==> config.mk <==
export PLATFORM = sky130hd
export DESIGN_NAME = alu_exec_unit
export DESIGN_NICKNAME = d
export VERILOG_FILES = /design/src/rtl/alu_exec_unit_pkg.sv /design/src/rtl/alu_exec_unit_decoder.sv /design/src/rtl/alu_exec_unit.sv
export SDC_FILE = /design/constraint.sdc
export NUM_CORES = 1
export LEC_CHECK = 0
export BUFFER_PORTS_ARGS = -buffer_cell sky130_fd_sc_hd__buf_2
export CAP_MARGIN = 25
export CORE_AREA = 10 10 152 154
export CTS_BUF_LIST = sky130_fd_sc_hd__clkbuf_2
export DETAILED_ROUTE_END_ITERATION = 8
export DIE_AREA = 0 0 162 164
export PLACE_DENSITY = 0.88
export RECOVER_POWER = 50
export SETUP_SLACK_MARGIN = 0.02
export SYNTH_ARGS = -nofsm -noshare
export SYNTH_HDL_FRONTEND = slang
export SYNTH_SLANG_ARGS = --single-unit
==> constraint.sdc <==
create_clock -name clk -period 1 [get_ports clk]
set_clock_uncertainty 0.15 [all_clocks]
set_input_delay 0.05 -clock clk [delete_from_list [all_inputs] [get_ports clk]]
set_output_delay 0.05 -clock clk [all_outputs]
set_load 0.005 [all_outputs]
==> src/rtl/alu_exec_unit_pkg.sv <==
// Shared encodings for the execute stage: ALU control codes, R-type funct
// values and the main-decoder ALU-op classes.
package alu_exec_unit_pkg;

   typedef enum logic [2:0] {
      CTL_AND  = 3'b000,
      CTL_OR   = 3'b001,
      CTL_ADD  = 3'b010,
      CTL_XOR  = 3'b011,
      CTL_NOR  = 3'b100,
      CTL_RSVD = 3'b101,
      CTL_SUB  = 3'b110,
      CTL_SLT  = 3'b111
   } alu_ctl_e;

   localparam logic [5:0] FUNCT_ADD = 6'b100000;
   localparam logic [5:0] FUNCT_SUB = 6'b100010;
   localparam logic [5:0] FUNCT_AND = 6'b100100;
   localparam logic [5:0] FUNCT_OR  = 6'b100101;
   localparam logic [5:0] FUNCT_XOR = 6'b100110;
   localparam logic [5:0] FUNCT_NOR = 6'b100111;
   localparam logic [5:0] FUNCT_SLT = 6'b101010;

   // Upper bit set means "R-type, look at funct"; the low bit is then ignored.
   localparam logic [1:0] ALUOP_ADD   = 2'b00;
   localparam logic [1:0] ALUOP_SUB   = 2'b01;
   localparam logic [1:0] ALUOP_RTYPE = 2'b10;

endpackage

==> src/rtl/alu_exec_unit_decoder.sv <==
// Combinational ALU control decoder: maps the main-decoder ALU-op class and
// the R-type funct field onto a 3-bit ALU control code.
module alu_ctl_decoder
   import alu_exec_unit_pkg::*;
(
   input  logic       alu_op1_i,
   input  logic       alu_op0_i,
   input  logic [5:0] funct_i,
   output alu_ctl_e   alu_ctl_o
);

   // Unknown funct values fall back to ADD rather than the reserved code.
   always_comb begin
      alu_ctl_o = CTL_ADD;
      if (alu_op1_i) begin
         case (funct_i)
            FUNCT_ADD: alu_ctl_o = CTL_ADD;
            FUNCT_SUB: alu_ctl_o = CTL_SUB;
            FUNCT_AND: alu_ctl_o = CTL_AND;
            FUNCT_OR:  alu_ctl_o = CTL_OR;
            FUNCT_XOR: alu_ctl_o = CTL_XOR;
            FUNCT_NOR: alu_ctl_o = CTL_NOR;
            FUNCT_SLT: alu_ctl_o = CTL_SLT;
            default:   alu_ctl_o = CTL_ADD;
         endcase
      end else if (alu_op0_i) begin
         alu_ctl_o = CTL_SUB;
      end
   end

endmodule

==> src/rtl/alu_exec_unit.sv <==
// Execute stage: ALU, sequential-PC and branch-target adders, all registered
// with a single cycle of latency; outputs hold while no new input is valid.
module alu_exec_unit
   import alu_exec_unit_pkg::*;
#(
   parameter int WIDTH  = 32,
   parameter int PC_INC = 4
) (
   input  logic             clk,
   input  logic             rst_n,
   input  logic             in_valid,
   input  logic             alu_op1,
   input  logic             alu_op0,
   input  logic [5:0]       funct,
   input  logic [WIDTH-1:0] op_a,
   input  logic [WIDTH-1:0] op_b,
   input  logic [WIDTH-1:0] pc,
   input  logic [WIDTH-1:0] br_offset,
   output logic             out_valid,
   output logic [2:0]       alu_ctl,
   output logic [WIDTH-1:0] result,
   output logic             zero,
   output logic [WIDTH-1:0] pc_plus_inc,
   output logic [WIDTH-1:0] br_target
);

   alu_ctl_e         aluCtl_d;
   logic [WIDTH-1:0] aluResult_d;
   logic             zero_d;
   logic [WIDTH-1:0] pcPlusInc_d;
   logic [WIDTH-1:0] brTarget_d;

   logic             outValid_q;
   alu_ctl_e         aluCtl_q;
   logic [WIDTH-1:0] aluResult_q;
   logic             zero_q;
   logic [WIDTH-1:0] pcPlusInc_q;
   logic [WIDTH-1:0] brTarget_q;

   alu_ctl_decoder u_decoder (
      .alu_op1_i (alu_op1),
      .alu_op0_i (alu_op0),
      .funct_i   (funct),
      .alu_ctl_o (aluCtl_d)
   );

   // Plain modulo-2^WIDTH arithmetic; SLT compares as two's complement.
   always_comb begin
      aluResult_d = '0;
      case (aluCtl_d)
         CTL_AND:  aluResult_d = op_a & op_b;
         CTL_OR:   aluResult_d = op_a | op_b;
         CTL_XOR:  aluResult_d = op_a ^ op_b;
         CTL_NOR:  aluResult_d = ~(op_a | op_b);
         CTL_ADD:  aluResult_d = op_a + op_b;
         CTL_SUB:  aluResult_d = op_a - op_b;
         CTL_SLT:  aluResult_d = {{(WIDTH-1){1'b0}}, ($signed(op_a) < $signed(op_b))};
         default:  aluResult_d = '0;
      endcase
   end

   always_comb begin
      zero_d      = (aluResult_d == '0);
      pcPlusInc_d = pc + WIDTH'(PC_INC);
      brTarget_d  = pcPlusInc_d + br_offset;
   end

   // Payload registers only load on a valid input so idle cycles keep the last result.
   always_ff @(posedge clk or negedge rst_n) begin
      if (!rst_n) begin
         outValid_q  <= 1'b0;
         aluCtl_q    <= CTL_AND;
         aluResult_q <= '0;
         zero_q      <= 1'b0;
         pcPlusInc_q <= '0;
         brTarget_q  <= '0;
      end else begin
         outValid_q <= in_valid;
         if (in_valid) begin
            aluCtl_q    <= aluCtl_d;
            aluResult_q <= aluResult_d;
            zero_q      <= zero_d;
            pcPlusInc_q <= pcPlusInc_d;
            brTarget_q  <= brTarget_d;
         end
      end
   end

   assign out_valid   = outValid_q;
   assign alu_ctl     = aluCtl_q;
   assign result      = aluResult_q;
   assign zero        = zero_q;
   assign pc_plus_inc = pcPlusInc_q;
   assign br_target   = brTarget_q;

endmodule

==> results.json, run 1 <==
{
  "chipHeight_um": 164,
  "die_w_um": 162,
  "outcome": "did not finish",
  "synth.most_common_cell": "ha_1",
  "synthXorXnorAreaFrac_pct": 7.57,
  "synth_top_area_share_pct": 22.1,
  "synth_compound_area_share_pct": 25.2,
  "yosys.area_share.simple_pct": 16.8,
  "synth_area_leaders": "dfrtp_1 (22%), ha_1 (14%), mux2_2 (6.9%)",
  "synth_top_family_by_area": "compound AO/OA/AOI/OAI gates",
  "cts_buffer_depth": 2,
  "cts_hold_buf": 10,
  "synth_top_area_cell": "dfrtp_1",
  "start_util_pct": 57.1,
  "io_buffers": 239,
  "async_flop_share_pct": 100,
  "synthMuxAreaShare_pct": 7.58,
  "num_rows": 52,
  "synth_edf_count": 0,
  "synth.yosys.seq_area_share_pct": 22.1,
  "synthTopCellsByCount": "ha_1 (129), nor2_1 (128), a21oi_1 (121), inv_1 (110), dfrtp_1 (101)",
  "error_line": "[ERROR DPL-0033] detailed placement checks failed during check placement.",
  "synth_cells": 1414,
  "yosys.area_share.adder_pct": 14.6,
  "synth_fp_nets": 1685,
  "htreeDepth": 3,
  "ys_types": 80,
  "dp_hpwl_mm": 44.6,
  "post-place-cells": 2326,
  "num_io_pins": 240,
  "failing_step": "clock tree synthesis",
  "gp_congestion": 1.14,
  "cts.sink_count": 101,
  "cts-root-buf": "clkbuf_2",
  "dominantRegCellSynth": "dfrtp_1",
  "numCtsBuffers": 9,
  "cts_setup_buffers": 125,
  "syn_area_per_cell_sq_um": 8.10,
  "syn_area_sq_um": 11500,
  "synth_warnings": 0,
  "yosys_register_bits": 101,
  "cts_resized": 322
}
==> cell families after synthesis <==
family	after synthesis
adder cells (fa/ha/maj)	132
multiplexers	78
AND/OR/NAND/NOR	392
AO/OA/AOI/OAI	430
XOR/XNOR	99
flip-flops	101
buffers and inverters	182
==> through the flow <==
step                setup TNS, ns  util, %  worst slack (ns)  hold WS, ns  instance area (sq um)
detailed placement        -147.60     86.7             -2.73       -0.190                  17400
floorplan                  -87.23        -             -2.06       -0.396                  12700
global placement          -132.95     86.7             -2.35       -0.197                  17400
==> run 2, diff against run 1 <==
--- a/config.mk
+++ b/config.mk
@@ -7,13 +7,11 @@
 export LEC_CHECK = 0
 export BUFFER_PORTS_ARGS = -buffer_cell sky130_fd_sc_hd__buf_2
 export CAP_MARGIN = 25
-export CORE_AREA = 10 10 152 154
-export CTS_BUF_LIST = sky130_fd_sc_hd__clkbuf_2
+export CORE_AREA = 10 10 181 183
 export DETAILED_ROUTE_END_ITERATION = 8
-export DIE_AREA = 0 0 162 164
-export PLACE_DENSITY = 0.88
+export DIE_AREA = 0 0 191 193
+export PLACE_DENSITY_LB_ADDON = 0.15
 export RECOVER_POWER = 50
-export SETUP_SLACK_MARGIN = 0.02
 export SYNTH_ARGS = -nofsm -noshare
 export SYNTH_HDL_FRONTEND = slang
 export SYNTH_SLANG_ARGS = --single-unit
==> results.json, run 2 <==
{
  "outcome": "finished with violations",
  "failed_checks": "hold timing, setup timing",
  "detail_route.iter0.violations": 1092,
  "area_growth_pct": 85.5,
  "grtUsageTotal_pct": 26.6,
  "ant_nets": 0,
  "synth_area_leaders": "dfrtp_1 (22%), ha_1 (14%), mux2_2 (6.9%)",
  "finalCoreUtilization_pct": 72.6,
  "die-area_sq_um": 36900,
  "timing.hold.ws_ns": -0.207,
  "synth.yosys.seq_area_share_pct": 22.1,
  "cts-root-buf": "clkbuf_16",
  "critical_path_class": "input port to flip-flop",
  "yosys_register_bits": 101,
  "critPathMaxFanout": 5,
  "clkLatencyLatePin_ns": 0.35,
  "vias_per_cell": 5.43,
  "grt_max_degree": 52,
  "die_w_um": 191,
  "ys_types": 80,
  "grt_pass1_wl_mm": 78.8,
  "antenna_found_initial": 3,
  "peakVddDrop_mv": 0.715,
  "num_rows": 63,
  "drc": 0,
  "routedWlPerCell_um": 20.0,
  "synth_warnings": 0,
  "drive_gt1_share_pct": 59.5,
  "gp_congestion": 0.977,
  "cts_hold_buf": 1,
  "layout_common_cells": "buf_4 (571), buf_2 (195), nor2_1 (104), dfrtp_1 (100), ha_1 (91)",
  "synth_cells": 1414,
  "cts.sink_count": 101,
  "setup_viol_count_final": 193,
  "start_util_pct": 39.2,
  "dominantRegCellSynth": "dfrtp_1",
  "clk_pin_slew_worst_paths_ns": 0.08,
  "cts_tree": "yes",
  "routed_wl_mm": 52.7,
  "synth_top_area_cell": "dfrtp_1",
  "dr.pass1.iters": 6,
  "endpoint_kind": "flip-flop",
  "synth_edf_count": 0,
  "syn_area_per_cell_sq_um": 8.10,
  "drv_slew": 0,
  "leakage_uw": 0.0101,
  "synth_fp_nets": 1685,
  "overflow": 0,
  "critPathRequiredTime_ns": 1.13,
  "fin_crit_ns": 3.26,
  "nets": 2506,
  "numCtsBuffers": 9,
  "io_buffers": 239,
  "synth_top_area_share_pct": 22.1,
  "hold_viol_final": 4,
  "synthTopCellsByCount": "ha_1 (129), nor2_1 (128), a21oi_1 (121), inv_1 (110), dfrtp_1 (101)",
  "placed_cell_area_sq_um": 17800,
  "design_area_sq_um": 21200,
  "fmax_ghz": 0.307,
  "worstPathArrival_ns": 3.39,
  "cp-start-kind": "input port",
  "period_share_pct": 326,
  "max_cap_viol_count": 0,
  "cts_buffer_depth": 2,
  "syn_area_sq_um": 11500,
  "hp-class": "input port to flip-flop",
  "fin_tns_setup_ns": -106.40,
  "dp_hpwl_mm": 39.3,
  "slew_headroom_pct": 63.9,
  "num_io_pins": 240,
  "vias": 14300,
  "p_per_area_nw_per_um2": 1030,
  "coreArea_sq_um": 29200,
  "async_flop_share_pct": 100,
  "grt_pass1_vias": 14600,
  "chipHeight_um": 193,
  "synth.most_common_cell": "ha_1",
  "worst_pin_slew_ns": 0.537,
  "setup_ws_ns": -2.26,
  "final_common_cell": "buf_4",
  "rsz0062_at_grt": "true",
  "htreeDepth": 3
}
run 2: cell counts after synthesis:
No cell type changed its count.
run 2: layout make-up:
class	count	area (sq um)
sequential	101	2530
fill	2195	8000
antenna	3	7.51
multi-input combinational	1131	10700
inverter	111	514
clock inverter	7	70.1
clock buffer	9	225
tap	390	488
timing repair buffer	881	6730
run 2: what timing repair did:
item,CTS,global route
cloned,2,0
setup buffers,101,43
pin swaps,139,98
hold endpoints to repair,107,14
setup endpoints to repair,197,192
resized for setup,297,149
run 2: logic make-up after synthesis:
group | Yosys count | share of synthesized area [%]
DFF | 101 | 22.1
buffers and inverters | 182 | 6.12
muxes | 78 | 7.58
xor gates and xnor gates | 99 | 7.57
and+or+nand+nor | 392 | 16.8
AOI/OAI and AO/OA | 430 | 25.2
adders and majority gates | 132 | 14.6
run 2: critical path, cell delays in order:
cell	delay [ns]
buf_2	0.12
buf_4	0.15
nand3_4	0.10
nor2_4	0.21
nand4_1	0.22
xnor2_2	0.33
ha_1	0.29
or2_4	0.16
a21oi_1	0.10
a211oi_2	0.42
a211oi_4	0.15
o31ai_4	0.32
a21o_1	0.15
nand2_1	0.06
or3b_2	0.45
o2111ai_1	0.10
run 2: where the power goes:
group / internal, uW / switching, uW / total, uW
combinational: 6980 / 5950 / 12900
sequential: 4840 / 485 / 5330
clock: 1750 / 1810 / 3570
total: 13600 / 8250 / 21800
run 2: metal layers:
layer / part of all wire, % / GRT usage (%) / wire (um) / up-vias
met5: 0 / 0 / 0 / -
met3: 5.6 / 3.81 / 2960 / 111
met4: 3.2 / 8.60 / 1670 / 0
met2: 50 / 47.5 / 26400 / 492
li1: - / - / - / 6757
met1: 41 / 32.2 / 21600 / 6948
run 2: worst paths after layout:
path | startpoint | endpoint | slack (ns) | cells past startpoint
max reg2reg | br_target[27]$_DFFE_PN0P_ | br_target[27]$_DFFE_PN0P_ | -0.08 | 2
min in group asynchronous | rst_n | pc_plus_inc[18]$_DFFE_PN0P_ | 0.05 | 2
max in group asynchronous | rst_n | br_target[29]$_DFFE_PN0P_ | 0.09 | 3
min | pc[0] | pc_plus_inc[0]$_DFFE_PN0P_ | -0.21 | 2
min reg2reg | br_target[9]$_DFFE_PN0P_ | br_target[9]$_DFFE_PN0P_ | 0.36 | 1
max | pc[5] | br_target[29]$_DFFE_PN0P_ | -2.26 | 16
run 2: per-stage QoR:
step | setup slack, ns | instances | hold WS (ns) | power (uW)
detailed placement | -2.44 | 2483 | -0.216 | 15500
finish | -2.26 | 2633 | -0.207 | 21800
CTS | -2.00 | 2594 | -0.226 | 20800
global placement | -2.42 | 2483 | -0.218 | 15400
floorplan | -2.06 | 1414 | -0.396 | 10500
global route | -2.34 | 2631 | -0.218 | 23000
Power figures use the tool's default switching activity.
